===== config.mk =====
export PLATFORM = sky130hd
export DESIGN_NAME = alu_unit_flat
export DESIGN_NICKNAME = d
export VERILOG_FILES = /design/src/rtl/alu_pkg.sv /design/src/rtl/alu_if.sv /design/src/rtl/alu_mul_iter.sv /design/src/rtl/alu_unit.sv /design/src/flat_wrapper.sv
export SDC_FILE = /design/constraint.sdc
export NUM_CORES = 1
export LEC_CHECK = 0
export BUFFER_PORTS_ARGS = -buffer_cell sky130_fd_sc_hd__buf_2
export CELL_PAD_IN_SITES_DETAIL_PLACEMENT = 1
export CELL_PAD_IN_SITES_GLOBAL_PLACEMENT = 1
export CORE_MARGIN = 2
export CORE_UTILIZATION = 43
export DETAILED_ROUTE_END_ITERATION = 12
export PLACE_DENSITY = 0.81
export REMOVE_ABC_BUFFERS = 1
export SYNTH_ARGS = -nofsm -noshare
export SYNTH_HDL_FRONTEND = slang
export SYNTH_SLANG_ARGS = --single-unit

===== constraint.sdc =====
create_clock -name clk -period 2.3 [get_ports clk]
set_clock_uncertainty 0.1 [all_clocks]
set_input_delay 0.115 -clock clk [delete_from_list [all_inputs] [get_ports clk]]
set_output_delay 0.115 -clock clk [all_outputs]
set_load 0.02 [all_outputs]

===== src/rtl/alu_pkg.sv =====
// alu_pkg -- shared definitions for the ALU unit slice.
//
// Contents:
//   ALU_DEFAULT_WIDTH : default operand/result width used by every module
//   alu_ctrl_e        : 3-bit operation codes carried on req_ctrl
//   alu_state_e       : control FSM states of alu_unit
//
// Optional feature macro: ALU_MUL_EN. When it is defined the FSM gets its
// BUSY state for the iterative multiplier. Without it the state set is IDLE
// and RESP only.
package alu_pkg;

  localparam int ALU_DEFAULT_WIDTH = 16;

  // Code 101 is left unassigned on purpose so that it always decodes as an
  // illegal request. OP_ILL only names it for readability.
  typedef enum logic [2:0] {
    OP_AND = 3'b000,
    OP_OR  = 3'b001,
    OP_ADD = 3'b010,
    OP_MUL = 3'b011,
    OP_XOR = 3'b100,
    OP_ILL = 3'b101,
    OP_SUB = 3'b110,
    OP_SLT = 3'b111
  } alu_ctrl_e;

`ifdef ALU_MUL_EN
  typedef enum logic [1:0] {
    ST_IDLE = 2'd0,
    ST_BUSY = 2'd1,
    ST_RESP = 2'd2
  } alu_state_e;
`else
  typedef enum logic [1:0] {
    ST_IDLE = 2'd0,
    ST_RESP = 2'd2
  } alu_state_e;
`endif

endpackage


===== src/rtl/alu_if.sv =====
// alu_if -- request/response bundle between a requester and alu_unit.
//
// Signals:
//   req_valid / req_ready       request handshake
//   req_ctrl                    operation code (alu_ctrl_e encoding)
//   req_a / req_b               operands, WIDTH bits
//   rsp_valid / rsp_ready       response handshake
//   rsp_res                     result, WIDTH bits
//   rsp_zero                    result is all zeros
//   rsp_illegal                 request used an unsupported operation code
//
// Modports:
//   master : the requester, which drives the request and rsp_ready
//   slave  : the ALU, which drives req_ready and the response
interface alu_if
  import alu_pkg::*;
#(
  parameter int WIDTH = ALU_DEFAULT_WIDTH
) ();

  logic             req_valid;
  logic             req_ready;
  logic [2:0]       req_ctrl;
  logic [WIDTH-1:0] req_a;
  logic [WIDTH-1:0] req_b;
  logic             rsp_valid;
  logic             rsp_ready;
  logic [WIDTH-1:0] rsp_res;
  logic             rsp_zero;
  logic             rsp_illegal;

  modport master (
    output req_valid,
    output req_ctrl,
    output req_a,
    output req_b,
    output rsp_ready,
    input  req_ready,
    input  rsp_valid,
    input  rsp_res,
    input  rsp_zero,
    input  rsp_illegal
  );

  modport slave (
    input  req_valid,
    input  req_ctrl,
    input  req_a,
    input  req_b,
    input  rsp_ready,
    output req_ready,
    output rsp_valid,
    output rsp_res,
    output rsp_zero,
    output rsp_illegal
  );

endinterface


===== src/rtl/alu_mul_iter.sv =====
// alu_mul_iter -- iterative shift-add multiplier, one partial product per
// clock, returning the low WIDTH bits of the unsigned product.
//
// Ports:
//   clk, rst   clock and asynchronous active-high reset
//   start_i    load a_i/b_i and begin a multiplication
//   a_i, b_i   operands, sampled only on the start cycle
//   done_o     product_o holds the finished product
//   product_o  low WIDTH bits of a_i * b_i
//
// Optional feature macro: ALU_MUL_EN. The module exists only when the macro
// is defined, so a default build contains no multiplier at all.
`ifdef ALU_MUL_EN
module alu_mul_iter
  import alu_pkg::*;
#(
  parameter int WIDTH = ALU_DEFAULT_WIDTH
) (
  input  logic             clk,
  input  logic             rst,
  input  logic             start_i,
  input  logic [WIDTH-1:0] a_i,
  input  logic [WIDTH-1:0] b_i,
  output logic             done_o,
  output logic [WIDTH-1:0] product_o
);

  localparam int CNT_W = $clog2(WIDTH + 1);

  logic             busy_q;
  logic [CNT_W-1:0] cnt_q;
  logic [WIDTH-1:0] mcand_q;
  logic [WIDTH-1:0] mplier_q;
  logic [WIDTH-1:0] acc_q;

  // The start edge already performs iteration 1 on the incoming operands.
  // Each following edge adds the next partial product until cnt_q reaches
  // WIDTH. That gives exactly WIDTH iterations, and the product is ready one
  // edge before the controller registers it into the response.
  // The accumulator is only WIDTH bits wide because the upper half of the
  // product is never returned.
  always_ff @(posedge clk or posedge rst) begin
    if (rst) begin
      busy_q   <= 1'b0;
      cnt_q    <= '0;
      mcand_q  <= '0;
      mplier_q <= '0;
      acc_q    <= '0;
    end else if (start_i) begin
      busy_q   <= 1'b1;
      cnt_q    <= CNT_W'(1);
      acc_q    <= b_i[0] ? a_i : '0;
      mcand_q  <= a_i << 1;
      mplier_q <= b_i >> 1;
    end else if (busy_q) begin
      if (cnt_q == CNT_W'(WIDTH)) begin
        busy_q <= 1'b0;
      end else begin
        if (mplier_q[0]) begin
          acc_q <= acc_q + mcand_q;
        end
        mcand_q  <= mcand_q << 1;
        mplier_q <= mplier_q >> 1;
        cnt_q    <= cnt_q + CNT_W'(1);
      end
    end
  end

  assign done_o    = busy_q && (cnt_q == CNT_W'(WIDTH));
  assign product_o = acc_q;

endmodule
`endif


===== src/rtl/alu_unit.sv =====
// alu_unit -- registered ALU with a valid/ready request and response
// handshake.
//
// Ports:
//   clk   rising-edge clock
//   rst   asynchronous active-high reset
//   bus   alu_if.slave:
//           req_valid/req_ready, req_ctrl, req_a, req_b  (request)
//           rsp_valid/rsp_ready, rsp_res, rsp_zero, rsp_illegal (response)
//
// Operations: AND, OR, ADD, XOR, SUB, SLT (signed set-less-than), and MUL
// when enabled. Code 101 always answers as illegal with a zero result.
//
// Optional feature macro: ALU_MUL_EN. When it is defined, MUL goes through
// the BUSY state and the alu_mul_iter sub-module, and its latency is WIDTH+1.
// Without it, MUL answers as illegal and every response has latency 1.
module alu_unit
  import alu_pkg::*;
#(
  parameter int WIDTH = ALU_DEFAULT_WIDTH
) (
  input logic  clk,
  input logic  rst,
  alu_if.slave bus
);

  alu_state_e       state_q;
  alu_state_e       state_d;
  logic [WIDTH-1:0] res_q;
  logic [WIDTH-1:0] res_d;
  logic             zero_q;
  logic             zero_d;
  logic             illegal_q;
  logic             illegal_d;

  logic             accept;
  logic [WIDTH-1:0] opRes;
  logic             opIllegal;

`ifdef ALU_MUL_EN
  logic             isMul;
  logic             mulStart;
  logic             mulDone;
  logic [WIDTH-1:0] mulProduct;

  assign isMul = (alu_ctrl_e'(bus.req_ctrl) == OP_MUL);

  alu_mul_iter #(
    .WIDTH(WIDTH)
  ) u_mul (
    .clk      (clk),
    .rst      (rst),
    .start_i  (mulStart),
    .a_i      (bus.req_a),
    .b_i      (bus.req_b),
    .done_o   (mulDone),
    .product_o(mulProduct)
  );
`endif

  // A new request can be taken while idle. It can also be taken in the same
  // cycle that the current response leaves, which removes any bubble between
  // back-to-back requests. req_ready is held low during reset so that nothing
  // appears to be accepted while the state is being cleared.
  assign bus.req_ready = !rst &&
                         ((state_q == ST_IDLE) ||
                          ((state_q == ST_RESP) && bus.rsp_ready));
  assign accept        = bus.req_valid && bus.req_ready;

  assign bus.rsp_valid   = (state_q == ST_RESP);
  assign bus.rsp_res     = res_q;
  assign bus.rsp_zero    = zero_q;
  assign bus.rsp_illegal = illegal_q;

  // Single-cycle datapath. It works on the live request bus, and its result
  // is registered only on the accept edge. Operand changes after that edge
  // therefore cannot reach the response. Unknown codes, and MUL when the
  // multiplier is not built, fall through to the illegal default.
  always_comb begin
    opRes     = '0;
    opIllegal = 1'b0;
    case (alu_ctrl_e'(bus.req_ctrl))
      OP_AND: opRes = bus.req_a & bus.req_b;
      OP_OR:  opRes = bus.req_a | bus.req_b;
      OP_ADD: opRes = bus.req_a + bus.req_b;
      OP_XOR: opRes = bus.req_a ^ bus.req_b;
      OP_SUB: opRes = bus.req_a - bus.req_b;
      OP_SLT: opRes = {{(WIDTH-1){1'b0}},
                       ($signed(bus.req_a) < $signed(bus.req_b))};
`ifdef ALU_MUL_EN
      OP_MUL: opRes = '0;
`endif
      default: begin
        opRes     = '0;
        opIllegal = 1'b1;
      end
    endcase
  end

  // Next-state and response-register logic. IDLE and RESP share the accept
  // path, because an accept in RESP always coincides with the response
  // transfer. A RESP cycle whose response transfers without a new request
  // returns to IDLE. In RESP without rsp_ready every register keeps its
  // value, so the response stays stable until it is taken.
  always_comb begin
    state_d   = state_q;
    res_d     = res_q;
    zero_d    = zero_q;
    illegal_d = illegal_q;
`ifdef ALU_MUL_EN
    mulStart  = 1'b0;
`endif
    case (state_q)
      ST_IDLE, ST_RESP: begin
        if (accept) begin
`ifdef ALU_MUL_EN
          if (isMul) begin
            state_d  = ST_BUSY;
            mulStart = 1'b1;
          end else
`endif
          begin
            state_d   = ST_RESP;
            res_d     = opRes;
            zero_d    = (opRes == '0);
            illegal_d = opIllegal;
          end
        end else if ((state_q == ST_RESP) && bus.rsp_ready) begin
          state_d = ST_IDLE;
        end
      end
`ifdef ALU_MUL_EN
      ST_BUSY: begin
        if (mulDone) begin
          state_d   = ST_RESP;
          res_d     = mulProduct;
          zero_d    = (mulProduct == '0);
          illegal_d = 1'b0;
        end
      end
`endif
      default: state_d = ST_IDLE;
    endcase
  end

  // State and response registers. Reset drops any operation in flight and
  // any pending response at once. The reset value of the result is zero,
  // so the zero flag resets high.
  always_ff @(posedge clk or posedge rst) begin
    if (rst) begin
      state_q   <= ST_IDLE;
      res_q     <= '0;
      zero_q    <= 1'b1;
      illegal_q <= 1'b0;
    end else begin
      state_q   <= state_d;
      res_q     <= res_d;
      zero_q    <= zero_d;
      illegal_q <= illegal_d;
    end
  end

endmodule

===== src/flat_wrapper.sv =====
// flat-port wrapper written by rule: the top's interface ports become plain ports
module alu_unit_flat import alu_pkg::*;
#(
  parameter int WIDTH = ALU_DEFAULT_WIDTH
)
  (clk, rst, bus_req_valid, bus_req_ctrl, bus_req_a, bus_req_b, bus_rsp_ready, bus_req_ready, bus_rsp_valid, bus_rsp_res, bus_rsp_zero, bus_rsp_illegal);
  alu_if #(.WIDTH(WIDTH)) bus_i ();
  input logic clk;
  input logic rst;
  input wire logic [$bits(bus_i.req_valid)-1:0] bus_req_valid;
  input wire logic [$bits(bus_i.req_ctrl)-1:0] bus_req_ctrl;
  input wire logic [$bits(bus_i.req_a)-1:0] bus_req_a;
  input wire logic [$bits(bus_i.req_b)-1:0] bus_req_b;
  input wire logic [$bits(bus_i.rsp_ready)-1:0] bus_rsp_ready;
  output wire logic [$bits(bus_i.req_ready)-1:0] bus_req_ready;
  output wire logic [$bits(bus_i.rsp_valid)-1:0] bus_rsp_valid;
  output wire logic [$bits(bus_i.rsp_res)-1:0] bus_rsp_res;
  output wire logic [$bits(bus_i.rsp_zero)-1:0] bus_rsp_zero;
  output wire logic [$bits(bus_i.rsp_illegal)-1:0] bus_rsp_illegal;
  assign bus_i.req_valid = bus_req_valid;
  assign bus_i.req_ctrl = bus_req_ctrl;
  assign bus_i.req_a = bus_req_a;
  assign bus_i.req_b = bus_req_b;
  assign bus_i.rsp_ready = bus_rsp_ready;
  assign bus_req_ready = bus_i.req_ready;
  assign bus_rsp_valid = bus_i.rsp_valid;
  assign bus_rsp_res = bus_i.rsp_res;
  assign bus_rsp_zero = bus_i.rsp_zero;
  assign bus_rsp_illegal = bus_i.rsp_illegal;
  alu_unit #(.WIDTH(WIDTH)) u_core (.clk(clk), .rst(rst), .bus(bus_i));
endmodule

==> results of run 1 <==
## through the flow
stage,TNS [ps],worst slack [ps],instances
CTS,-3080,-644,758
detailed placement,-9150,-1180,747
global placement,-7140,-922,747
floorplan,-2110,-531,437
## repair_timing
action                                  in CTS
pin swaps                                   20
resized for setup                           43
setup buffers                                6
hold buffers                                 1
endpoints found under the setup margin      12
hold endpoints to repair                    18
cloned                                       0
## cell usage after synthesis (all sizes together) (6+ instances only)
cell | n | area [um^2]
inv | 52 | 195
o21bai | 6 | 45.0
a22o | 9 | 80.1
buf | 11 | 67.6
nor3 | 8 | 40.0
nor2 | 35 | 131
nand3 | 8 | 40.0
dfrtp | 18 | 450
nand2b | 11 | 68.8
a211oi | 8 | 60.1
and2 | 6 | 37.5
clkbuf | 17 | 65.1
ha | 50 | 626
a21oi | 31 | 155
o21ai | 28 | 144
o211ai | 10 | 80.1
nand2 | 32 | 120
nor4 | 9 | 62.6
## cells by family after synthesis
kind of cell	share of synthesized area, %
and+or+nand+nor	21.1
AOI/OAI and AO/OA	34.2
DFF	13.5
xor gates and xnor gates	0.496
muxes	2.41
adders and majority gates	18.9
buffers and inverters	9.39
## routing by layer
layer,track usage [%],overflow
met1,80.0,5
met2,100,94
met3,66.9,4
met4,97.7,98
met5,13.1,0
==> flow_summary.json, run 1 <==
{
  "error_line": "[ERROR GRT-0232] Routing congestion too high. Check the congestion heatmap in the GUI.",
  "portBuffers": 58,
  "grt_use_total_pct": 83.6,
  "grt_overflow": 201,
  "synth_edf_count": 0,
  "io_pins": 59,
  "grt_max_degree": 23,
  "clk_path_buf_depth": 2,
  "die_h_um": 94.6,
  "cts.sinks": 19,
  "synth.distinct_cells": 86,
  "syn_inst": 465,
  "ys.flop_type": "dfrtp_1",
  "synth_warnings": 0,
  "avgSynthCellArea_um2": 7.59,
  "endpoint_type": "register input",
  "worst_endpoint": "u_core.bus.rsp_zero$_DFFE_PP1P_/D",
  "place.gp.congestion": 0.999,
  "outcome": "stopped before the end",
  "hpwlAfterDp_mm": 12.8,
  "core.rowCount": 33,
  "synth_seq_cells": 19,
  "placed_cell_area_um2": 4930,
  "haltStage": "5_1_grt",
  "initial_core_util_pct": 43.6,
  "synth.cell_area_um2": 3530,
  "dieWidth_um": 94.6,
  "ys_async_sr_fraction_pct": 100,
  "antenna_found_initial": 3,
  "root_buffer": "clkbuf_8",
  "ys_seq_area_share_pct": 13.5,
  "htree_levels": 1,
  "numCtsBuffers": 3
}
==> run 2, diff against run 1 <==
- CELL_PAD_IN_SITES_DETAIL_PLACEMENT: 1 -> not set
- CELL_PAD_IN_SITES_GLOBAL_PLACEMENT: 1 -> not set
- CORE_UTILIZATION: 43 -> 40
- PLACE_DENSITY: 0.81 -> not set
- PLACE_DENSITY_LB_ADDON: not set -> 0.15
==> run 2 against run 1 <==
The flow now finishes, with violations (setup timing). Synthesized area unchanged. Synthesized cell count is the same.
==> flow_summary.json, run 2 <==
{
  "layout-drive-gt1-share_pct": 44.5,
  "htree_levels": 1,
  "synth_edf_count": 0,
  "p_per_area_nw_per_um2": 369,
  "crit_arrival_ps": 2930,
  "grt_max_degree": 23,
  "hpwlAfterDp_mm": 10.4,
  "dr.pass1.iters": 4,
  "start_kind": "input pin",
  "worstSetupPathType": "in2reg",
  "grt_use_total_pct": 25.8,
  "die_area_um2": 9590,
  "layout.nets": 753,
  "placed_cell_area_um2": 5000,
  "yosysMostFrequentCell": "inv_1",
  "period_share_pct": 125,
  "die_h_um": 97.9,
  "setup_viol_count_final": 10,
  "portBuffers": 58,
  "grt_pass1_vias": 4395,
  "required_ps": 2360,
  "root_buffer": "clkbuf_8",
  "p_leak_uw": 0.00270,
  "pre_cts_slack_ps": -956,
  "max_slew_margin_pct": 45.6,
  "dieWidth_um": 97.9,
  "synth_area_leaders": "ha_1 (18%), dfrtp_1 (13%), inv_1 (5.5%), a21oi_1 (4.4%), nor2_1 (3.7%)",
  "via_per_inst": 5.66,
  "avgSynthCellArea_um2": 7.59,
  "synth.cell_area_um2": 3530,
  "syn_inst": 465,
  "drt_iter0_drc": 204,
  "drtAntennaViolNets": 0,
  "mostFrequentLayoutCells": "buf_4 (158), buf_2 (55), inv_1 (48)",
  "synth_common_cells": "inv_1 (52), ha_1 (50), nor2_1 (35)",
  "finalHoldViolCount": 0,
  "synth_top_area_share_pct": 17.7,
  "area_growth_pct": 56.1,
  "finalCriticalPeriod_ps": 2870,
  "initial_core_util_pct": 40.9,
  "diodes": 0,
  "violations": "setup timing",
  "worst_setup_path_end_kind": "flop",
  "worst_slack_ps": -570,
  "tightest_slew_ps": 796,
  "grt_pass1_wl_mm": 20.5,
  "worstSkewPairLatency_ps": 250,
  "clk_path_buf_depth": 2,
  "rsz0062_at_grt": "true",
  "hp-class": "in2reg",
  "numCtsBuffers": 3,
  "yosys.area.top_type": "ha_1",
  "drc_errors": 0,
  "io_pins": 59,
  "cap_violations": 0,
  "grt_overflow": 0,
  "antenna_found_initial": 0,
  "ys.flop_type": "dfrtp_1",
  "n_fill_cell": 771,
  "outcome": "complete, but fails checks",
  "cts.sinks": 19,
  "report.final.slew_viol_count": 0,
  "cts_tree": "yes",
  "tns_ps": -2180,
  "clkTransAtPathRegs_ps": 70,
  "largest_reg_flops": 16,
  "routedWlPerCell_um": 16.7,
  "peakVddDrop_mv": 0.222,
  "wl_mm": 12.8,
  "utilization_pct": 63.8,
  "synth.distinct_cells": 86,
  "vias": 4351,
  "core.rowCount": 34,
  "fin_total_pwr_uw": 2030,
  "core_area_um2": 8640,
  "critPathMaxFanout": 4,
  "design_area_um2": 5510,
  "place.gp.congestion": 0.937,
  "final_common_cell": "buf_4",
  "max_freq_mhz": 348,
  "synth_seq_cells": 19,
  "ys_seq_area_share_pct": 13.5,
  "synth_warnings": 0,
  "ys_async_sr_fraction_pct": 100
}
[run 2: cell counts after synthesis]
Identical to the previous run, type by type.
[run 2: cell type report]
class / count / area [um^2] / share of cell area, %
tap: 108 / 135 / 2.45
sequential: 19 / 477 / 8.65
clock buffer: 3 / 41.3 / 0.749
inverter: 53 / 201 / 3.66
multi-input combinational: 365 / 3090 / 56.1
clock inverter: 1 / 5.00 / 0.0908
timing repair buffer: 220 / 1560 / 28.3
[run 2: where the power goes]
part           internal, uW  total, uW  switching (uW)
Combinational           655       1390             732
Sequential              394        423            29.2
Clock                   120        221             101
[run 2: path summary, 6_finish.rpt]
check / from / slack [ps] / end / cells past startpoint
min in group asynchronous: rst / 330 / u_core.bus.rsp_res[11] / 4
worst max-delay path: bus_req_a[0] / -570 / u_core.bus.rsp_zero / 13
worst min-delay path: bus_rsp_ready / 120 / u_core.state_q[1] / 4
worst min register to register: u_core.bus.rsp_res[11] / 380 / u_core.bus.rsp_res[11] / 2
max in group asynchronous: rst / 1510 / u_core.bus.rsp_zero / 4
worst max register to register: u_core.state_q[1] / -30 / u_core.bus.rsp_zero / 8
[run 2: layer usage]
layer,global-route usage [%],routed length (um),part of all wire [%]
met1,32.2,5540,43
met2,46.8,6280,49
met3,2.22,715,5.6
met4,7.80,301,2.3
met5,0,0,0
[run 2: worst max-delay path: stages]
cell	delay (ps)
buf_8	80
inv_4	30
ha_4	150
fa_2	350
o21ba_4	210
or4_4	500
buf_6	150
a2111oi_4	320
o21ai_1	130
and3_1	170
o32ai_2	180
nand4_1	200
o41ai_2	340
[run 2: through the flow]
stage / hold WS, ps / instances
6_report: 116 / 769
3_5_place_dp: 70.4 / 757
3_3_place_gp: 63.8 / 757
5_1_grt: 141 / 769
2_1_floorplan: -29.4 / 437
4_1_cts: 115 / 768
[run 2: repair_timing]
item / in CTS / in global routing
buffers inserted: 6 / 1
pin swaps: 26 / 26
hold endpoints to repair: 18 / 0
gates resized for setup: 56 / 26
hold buffers: 1 / 0
endpoints found under the setup margin: 12 / 12
[run 2: cells by family after synthesis]
kind of cell,count (synthesis),synth area share (%)
AND/OR/NAND/NOR,143,21.1
adder cells (fa/ha/maj),52,18.9
multiplexers,7,2.41
buffers and inverters,81,9.39
XOR/XNOR,2,0.496
AO/OA/AOI/OAI,161,34.2
flip-flops,19,13.5
Note: power is estimated with default switching activity, not from simulation.
==> run 3, diff against run 2 <==
- SYNTH_HIERARCHICAL: not set -> 1
==> run 3 against run 2 <==
The run still ends with setup timing left. Clock power barely moved. Via count fell by 6.2%. Register-to-register slack improved by 590 ps. Largest power group unchanged. Global-route usage rose by 1.4 points. Sequential power rose by 0.9%. Cell count fell by 4.3%. Combinational power fell by 4%. Design area fell by 4.5%. Synthesized area fell by 3.4%. Sequential share of layout area rose by 0.41 points. Critical path depth did not move. Non-clock buffer count fell by 28.
==> flow_summary.json, run 3 <==
{
  "top_usage_layer": "met2",
  "report.final.slew_viol_count": 0,
  "yosys.area.top_type": "ha_1",
  "regToRegStartpoint": "u_core/state_q[1]",
  "crit_arrival_ps": 2500,
  "drtAntennaViolNets": 0,
  "r2r_end": "u_core/bus.rsp_res[6]",
  "clk_path_buf_depth": 2,
  "root_buffer": "clkbuf_8",
  "via_per_inst": 5.54,
  "holdPathEnd": "u_core/bus.rsp_zero",
  "p_per_area_nw_per_um2": 378,
  "outcome": "complete, but fails checks",
  "htree_levels": 1,
  "cts.sinks": 19,
  "drt_iter0_drc": 229,
  "fin_total_pwr_uw": 1990,
  "wl_mm": 12.5,
  "design_area_um2": 5260,
  "setup_viol_count_final": 4,
  "layout.nets": 723,
  "tightest_slew_ps": 468,
  "hold_path_depth": 5,
  "tns_ps": -216,
  "worstSetupPathType": "in2reg",
  "synth.cell_area_um2": 3410,
  "antenna_found_initial": 0,
  "synth_edf_count": 0,
  "routedWlPerCell_um": 17.0,
  "synth_area_leaders": "ha_1 (18%), dfrtp_1 (13%), a21oi_1 (5.4%), inv_1 (5.4%), o21ai_0 (4.6%)",
  "largest_reg_flops": 16,
  "reg2reg_slack_ps": 560,
  "grt_max_degree": 29,
  "dp.cells": 718,
  "core.rowCount": 33,
  "grt.met2_usage_pct": 46.4,
  "violations": "setup timing",
  "grt_overflow": 0,
  "die_h_um": 96.3,
  "max_slew_margin_pct": 68.4,
  "rsz0062_at_grt": "true",
  "synth_warnings": 6,
  "period_share_pct": 106,
  "cap_violations": 0,
  "dr.pass1.iters": 5,
  "cts_tree": "yes",
  "hpwlAfterDp_mm": 9.83,
  "worstSkewPairLatency_ps": 250,
  "clkTransAtPathRegs_ps": 70,
  "core_area_um2": 8260,
  "drc_errors": 0,
  "ys_seq_area_share_pct": 14.0,
  "layout-drive-gt1-share_pct": 42.2,
  "max_freq_mhz": 410,
  "io_pins": 59,
  "p_leak_uw": 0.00252,
  "hp-class": "in2reg",
  "worst_setup_path_end_kind": "flop",
  "initial_core_util_pct": 41.3,
  "place.gp.congestion": 0.991,
  "finalHoldViolCount": 0,
  "peakVddDrop_mv": 0.217,
  "numCtsBuffers": 3,
  "rr_worst_depth": 6,
  "synth.distinct_cells": 71,
  "final_common_cell": "buf_4",
  "hold_start": "bus_req_valid",
  "grt_pass1_vias": 4067,
  "finalCriticalPeriod_ps": 2440,
  "grt_use_total_pct": 27.1,
  "area_growth_pct": 54.4,
  "met3_usage_pct": 1.72,
  "pre_cts_slack_ps": -637,
  "placed_cell_area_um2": 4640,
  "ys_async_sr_fraction_pct": 100,
  "synth_seq_cells": 19,
  "synth_top_area_share_pct": 18.4,
  "worst_slack_ps": -138,
  "use_met1_pct": 37.5,
  "ys.flop_type": "dfrtp_1",
  "synth_common_cells": "ha_1 (50), inv_1 (49), nor2_1 (38)",
  "diodes": 0,
  "portBuffers": 58,
  "avgSynthCellArea_um2": 7.38,
  "vias": 4080,
  "fin_cells": 736,
  "yosysMostFrequentCell": "ha_1",
  "die_area_um2": 9270,
  "required_ps": 2370,
  "syn_inst": 462,
  "dieWidth_um": 96.3,
  "start_kind": "input pin",
  "mostFrequentLayoutCells": "buf_4 (125), buf_2 (52), inv_1 (42)",
  "critPathMaxFanout": 5,
  "grt_pass1_wl_mm": 20.1
}
## run 3: cell types whose count changed in the layout (fill, tap and decap cells not counted), sizes merged, moves of 5 or more
| cell | previous run | this run |
|---|---|---|
| and2 | 6 | 1 |
| nor2b | 5 | 11 |
| o21ai | 28 | 33 |
| nand2b | 11 | 6 |
| a21oi | 31 | 37 |
| buf | 219 | 190 |
## run 3: timing repair
| action | CTS | global route |
|---|---|---|
| endpoints found under the hold margin | 19 | 0 |
| gates resized for setup | 45 | 58 |
| pin swaps | 17 | 31 |
| hold buffers | 2 | 0 |
| buffers inserted | 4 | 8 |
| setup endpoints to repair | 11 | 11 |
## run 3: kinds of logic after synthesis
group           synth area share (%)
xor+xnor                        1.03
compound gates                  34.0
simple gates                    20.2
buf+inv                         8.88
mux                             2.39
flops                           14.0
fa+ha+maj                       19.5
## run 3: through the flow
step                util (%)  hold WS, ps
floorplan                  -        -26.1
global placement        56.2         94.1
detailed placement      56.2          110
CTS                     60.2          201
global route            63.7          199
finish                  63.7          199
## run 3: worst max-delay path by stage
stage,to,slack (ps),depth (start not counted),from
floorplan,u_core/bus.rsp_zero,-240,10,bus_req_a[0]
CTS,u_core/bus.rsp_zero,-170,13,bus_req_a[0]
detailed placement,u_core/bus.rsp_zero,-640,14,bus_req_a[0]
global route,u_core/bus.rsp_zero,-240,13,bus_req_b[0]
global placement,u_core/bus.rsp_zero,-570,13,bus_req_a[0]
finish,u_core/bus.rsp_zero,-140,13,bus_req_a[0]
## run 3: critical path, cell delays in order
cell       delay [ps]
buf_8              90
inv_6              30
ha_4              150
buf_4             120
buf_4             130
nor2_4            110
o311ai_4          150
a211o_1           380
a311oi_4          380
a41oi_2           210
o32ai_4           270
o2111ai_2         150
o31ai_2           200
## run 3: routing by layer
| layer | vias up | routed length (um) |
|---|---|---|
| met4 | 0 | 203 |
| met2 | 143 | 6020 |
| met3 | 20 | 698 |
| met5 | - | 0 |
| met1 | 1903 | 5590 |
| li1 | 2014 | - |
## run 3: layout make-up
cell class / count / area, um^2
multi-input cells: 367 / 3030
fillers: 735 / 3000
repair buffers: 192 / 1390
flip-flops and latches: 19 / 477
inverters: 49 / 191
well taps: 105 / 131
clock buffers: 3 / 41.3
clock inverters: 1 / 5.00
## run 3: where the power goes
part	internal (uW)	switching, uW
registers	395	31.7
logic	620	716
clock network	120	104
==> run 4, diff against run 3 <==
- BUFFER_PORTS_ARGS: -buffer_cell sky130_fd_sc_hd__buf_2 -> not set
- DONT_BUFFER_PORTS: not set -> 1
==> run 4 against run 3 <==
The run still ends with setup timing left. Count of clock-buffer cells in the layout unchanged. Critical path depth down 3. Combinational power fell by 26%. Core utilization is 9.5 points lower. Largest cell class unchanged. Highest routed layer unchanged.
==> flow_summary.json, run 4 (synthesis results as in run 3) <==
{
  "n_fill_cell": 804,
  "worstSkewPairLatency_ps": 250,
  "largest_reg_flops": 16,
  "cts_tree": "yes",
  "hold_slack_ps": 43.3,
  "period_share_pct": 103,
  "core_area_um2": 8260,
  "report.final.slew_viol_count": 0,
  "routed.top_layer": "met4",
  "grt_pass1_wl_mm": 17.5,
  "mostFrequentLayoutCells": "buf_4 (89), inv_1 (46), ha_1 (44)",
  "clk_path_buf_depth": 2,
  "p_per_area_nw_per_um2": 386,
  "grt_pass1_vias": 3569,
  "grt_use_total_pct": 23.9,
  "via_per_inst": 5.77,
  "die_h_um": 96.3,
  "die_area_um2": 9270,
  "violations": "setup timing",
  "grt_overflow": 0,
  "io_pins": 59,
  "fin_cells": 636,
  "power_switching_share_pct": 42.9,
  "hp-class": "in2reg",
  "drc_errors": 0,
  "layout-drive-gt1-share_pct": 29.0,
  "rsz0062_at_grt": "true",
  "cap_violations": 0,
  "crit_arrival_ps": 2440,
  "p_seq_share_pct": 29.7,
  "utilization_pct": 54.3,
  "multi_input_area_um2": 2930,
  "tightest_slew_ps": 607,
  "switchingPower_uw": 742,
  "max_slew_margin_pct": 58.5,
  "dp.cells": 624,
  "wl_mm": 11.2,
  "drtAntennaViolNets": 0,
  "outcome": "complete, but fails checks",
  "ff_latch_area_um2": 477,
  "diodes": 0,
  "routedWlPerCell_um": 17.6,
  "numCtsBuffers": 3,
  "core.rowCount": 33,
  "wl_met2_mm": 5.20,
  "power_frac_comb_pct": 57.2,
  "htree_levels": 1,
  "finalHoldViolCount": 0,
  "final_common_cell": "buf_4",
  "vias": 3671,
  "dr_wl_met3_um": 660,
  "dieWidth_um": 96.3,
  "root_buffer": "clkbuf_8",
  "setup_viol_count_final": 1,
  "tns_ps": -67.7,
  "p_leak_uw": 0.00203,
  "worstSetupPathType": "in2reg",
  "cts.sinks": 19,
  "worst_slack_ps": -67.7,
  "area_growth_pct": 31.5,
  "portBuffers": 0,
  "dr.pass1.iters": 5,
  "peakVddDrop_mv": 0.146,
  "clkTransAtPathRegs_ps": 70,
  "fin_total_pwr_uw": 1730,
  "layout.nets": 623,
  "p_int_uw": 989,
  "power_frac_clock_pct": 13.1,
  "worst_setup_path_end_kind": "flop",
  "max_freq_mhz": 422,
  "critPathMaxFanout": 4,
  "required_ps": 2380,
  "antenna_found_initial": 0,
  "drt_iter0_drc": 227,
  "hpwlAfterDp_mm": 8.61,
  "place.gp.congestion": 0.935,
  "grt_max_degree": 41,
  "m1WireLength_mm": 5.21,
  "start_kind": "input pin",
  "finalCriticalPeriod_ps": 2370,
  "initial_core_util_pct": 41.3
}
==> run 4: cell types whose count changed in the layout (fill, tap and decap cells not counted), sizes merged <==
cell,change
clkinvlp,+1
buf,-100
inv,-1
==> run 4: repair_timing <==
item / CTS / global route
endpoints found under the hold margin: 20 / 0
endpoints found under the setup margin: 5 / 9
setup buffers: 2 / 4
hold buffers: 2 / 0
gates resized for setup: 28 / 38
pin swaps: 14 / 18
==> run 4: area by class of cell <==
class                      count  share of cell area (%)
clock buffer                   3                   0.922
clock inverter                 1                   0.112
inverter                      49                    4.47
multi-input combinational    367                    65.3
sequential                    19                    10.6
tap                          105                    2.93
timing repair buffer          92                    15.6
==> run 4: power groups by stage <==
| stage | clock, uW | combinational [uW] | sequential (uW) |
|---|---|---|---|
| 6_report | 227 | 990 | 515 |
| 5_1_grt | 249 | 1080 | 528 |
| 4_1_cts | 231 | 897 | 517 |
| 3_5_place_dp | 0 | 850 | 523 |
| 3_3_place_gp | 0 | 840 | 519 |
| 2_1_floorplan | 0 | 516 | 508 |
==> run 4: per-stage QoR <==
| step | worst slack (ps) | area, um^2 |
|---|---|---|
| floorplan | -244 | 3290 |
| global placement | -462 | 4050 |
| detailed placement | -495 | 4050 |
| CTS | -94.1 | 4250 |
| global route | -194 | 4480 |
| finish | -67.7 | 4480 |
==> run 4: path summary, 6_finish.rpt <==
check / start / to / slack (ps) / depth (start not counted)
worst min register to register: u_core/bus.rsp_zero / u_core/bus.rsp_zero / 450 / 2
worst max-delay path: bus_req_b[1] / u_core/bus.rsp_zero / -70 / 10
max in group asynchronous: rst / u_core/bus.rsp_zero / 1570 / 3
worst min-delay path: bus_req_ctrl[0] / u_core/bus.rsp_res[7] / 40 / 2
worst max register to register: u_core/state_q[1] / u_core/bus.rsp_zero / 480 / 6
min in group asynchronous: rst / u_core/bus.rsp_res[7] / 270 / 3
==> run 4: routing by layer <==
metal  up-vias  track usage (%)
met5         -                0
met4         0             4.58
met3        14             2.51
met2       123             40.4
met1      1724             33.1
li1       1810                -
==> run 4: worst max-delay path, cell delays in order <==
cell	delay [ps]
clkinvlp_4	110
ha_4	250
a21o_4	230
a311o_1	310
and3_4	210
o21a_1	180
o311a_1	300
o32ai_2	330
o2111ai_2	160
o31ai_2	240
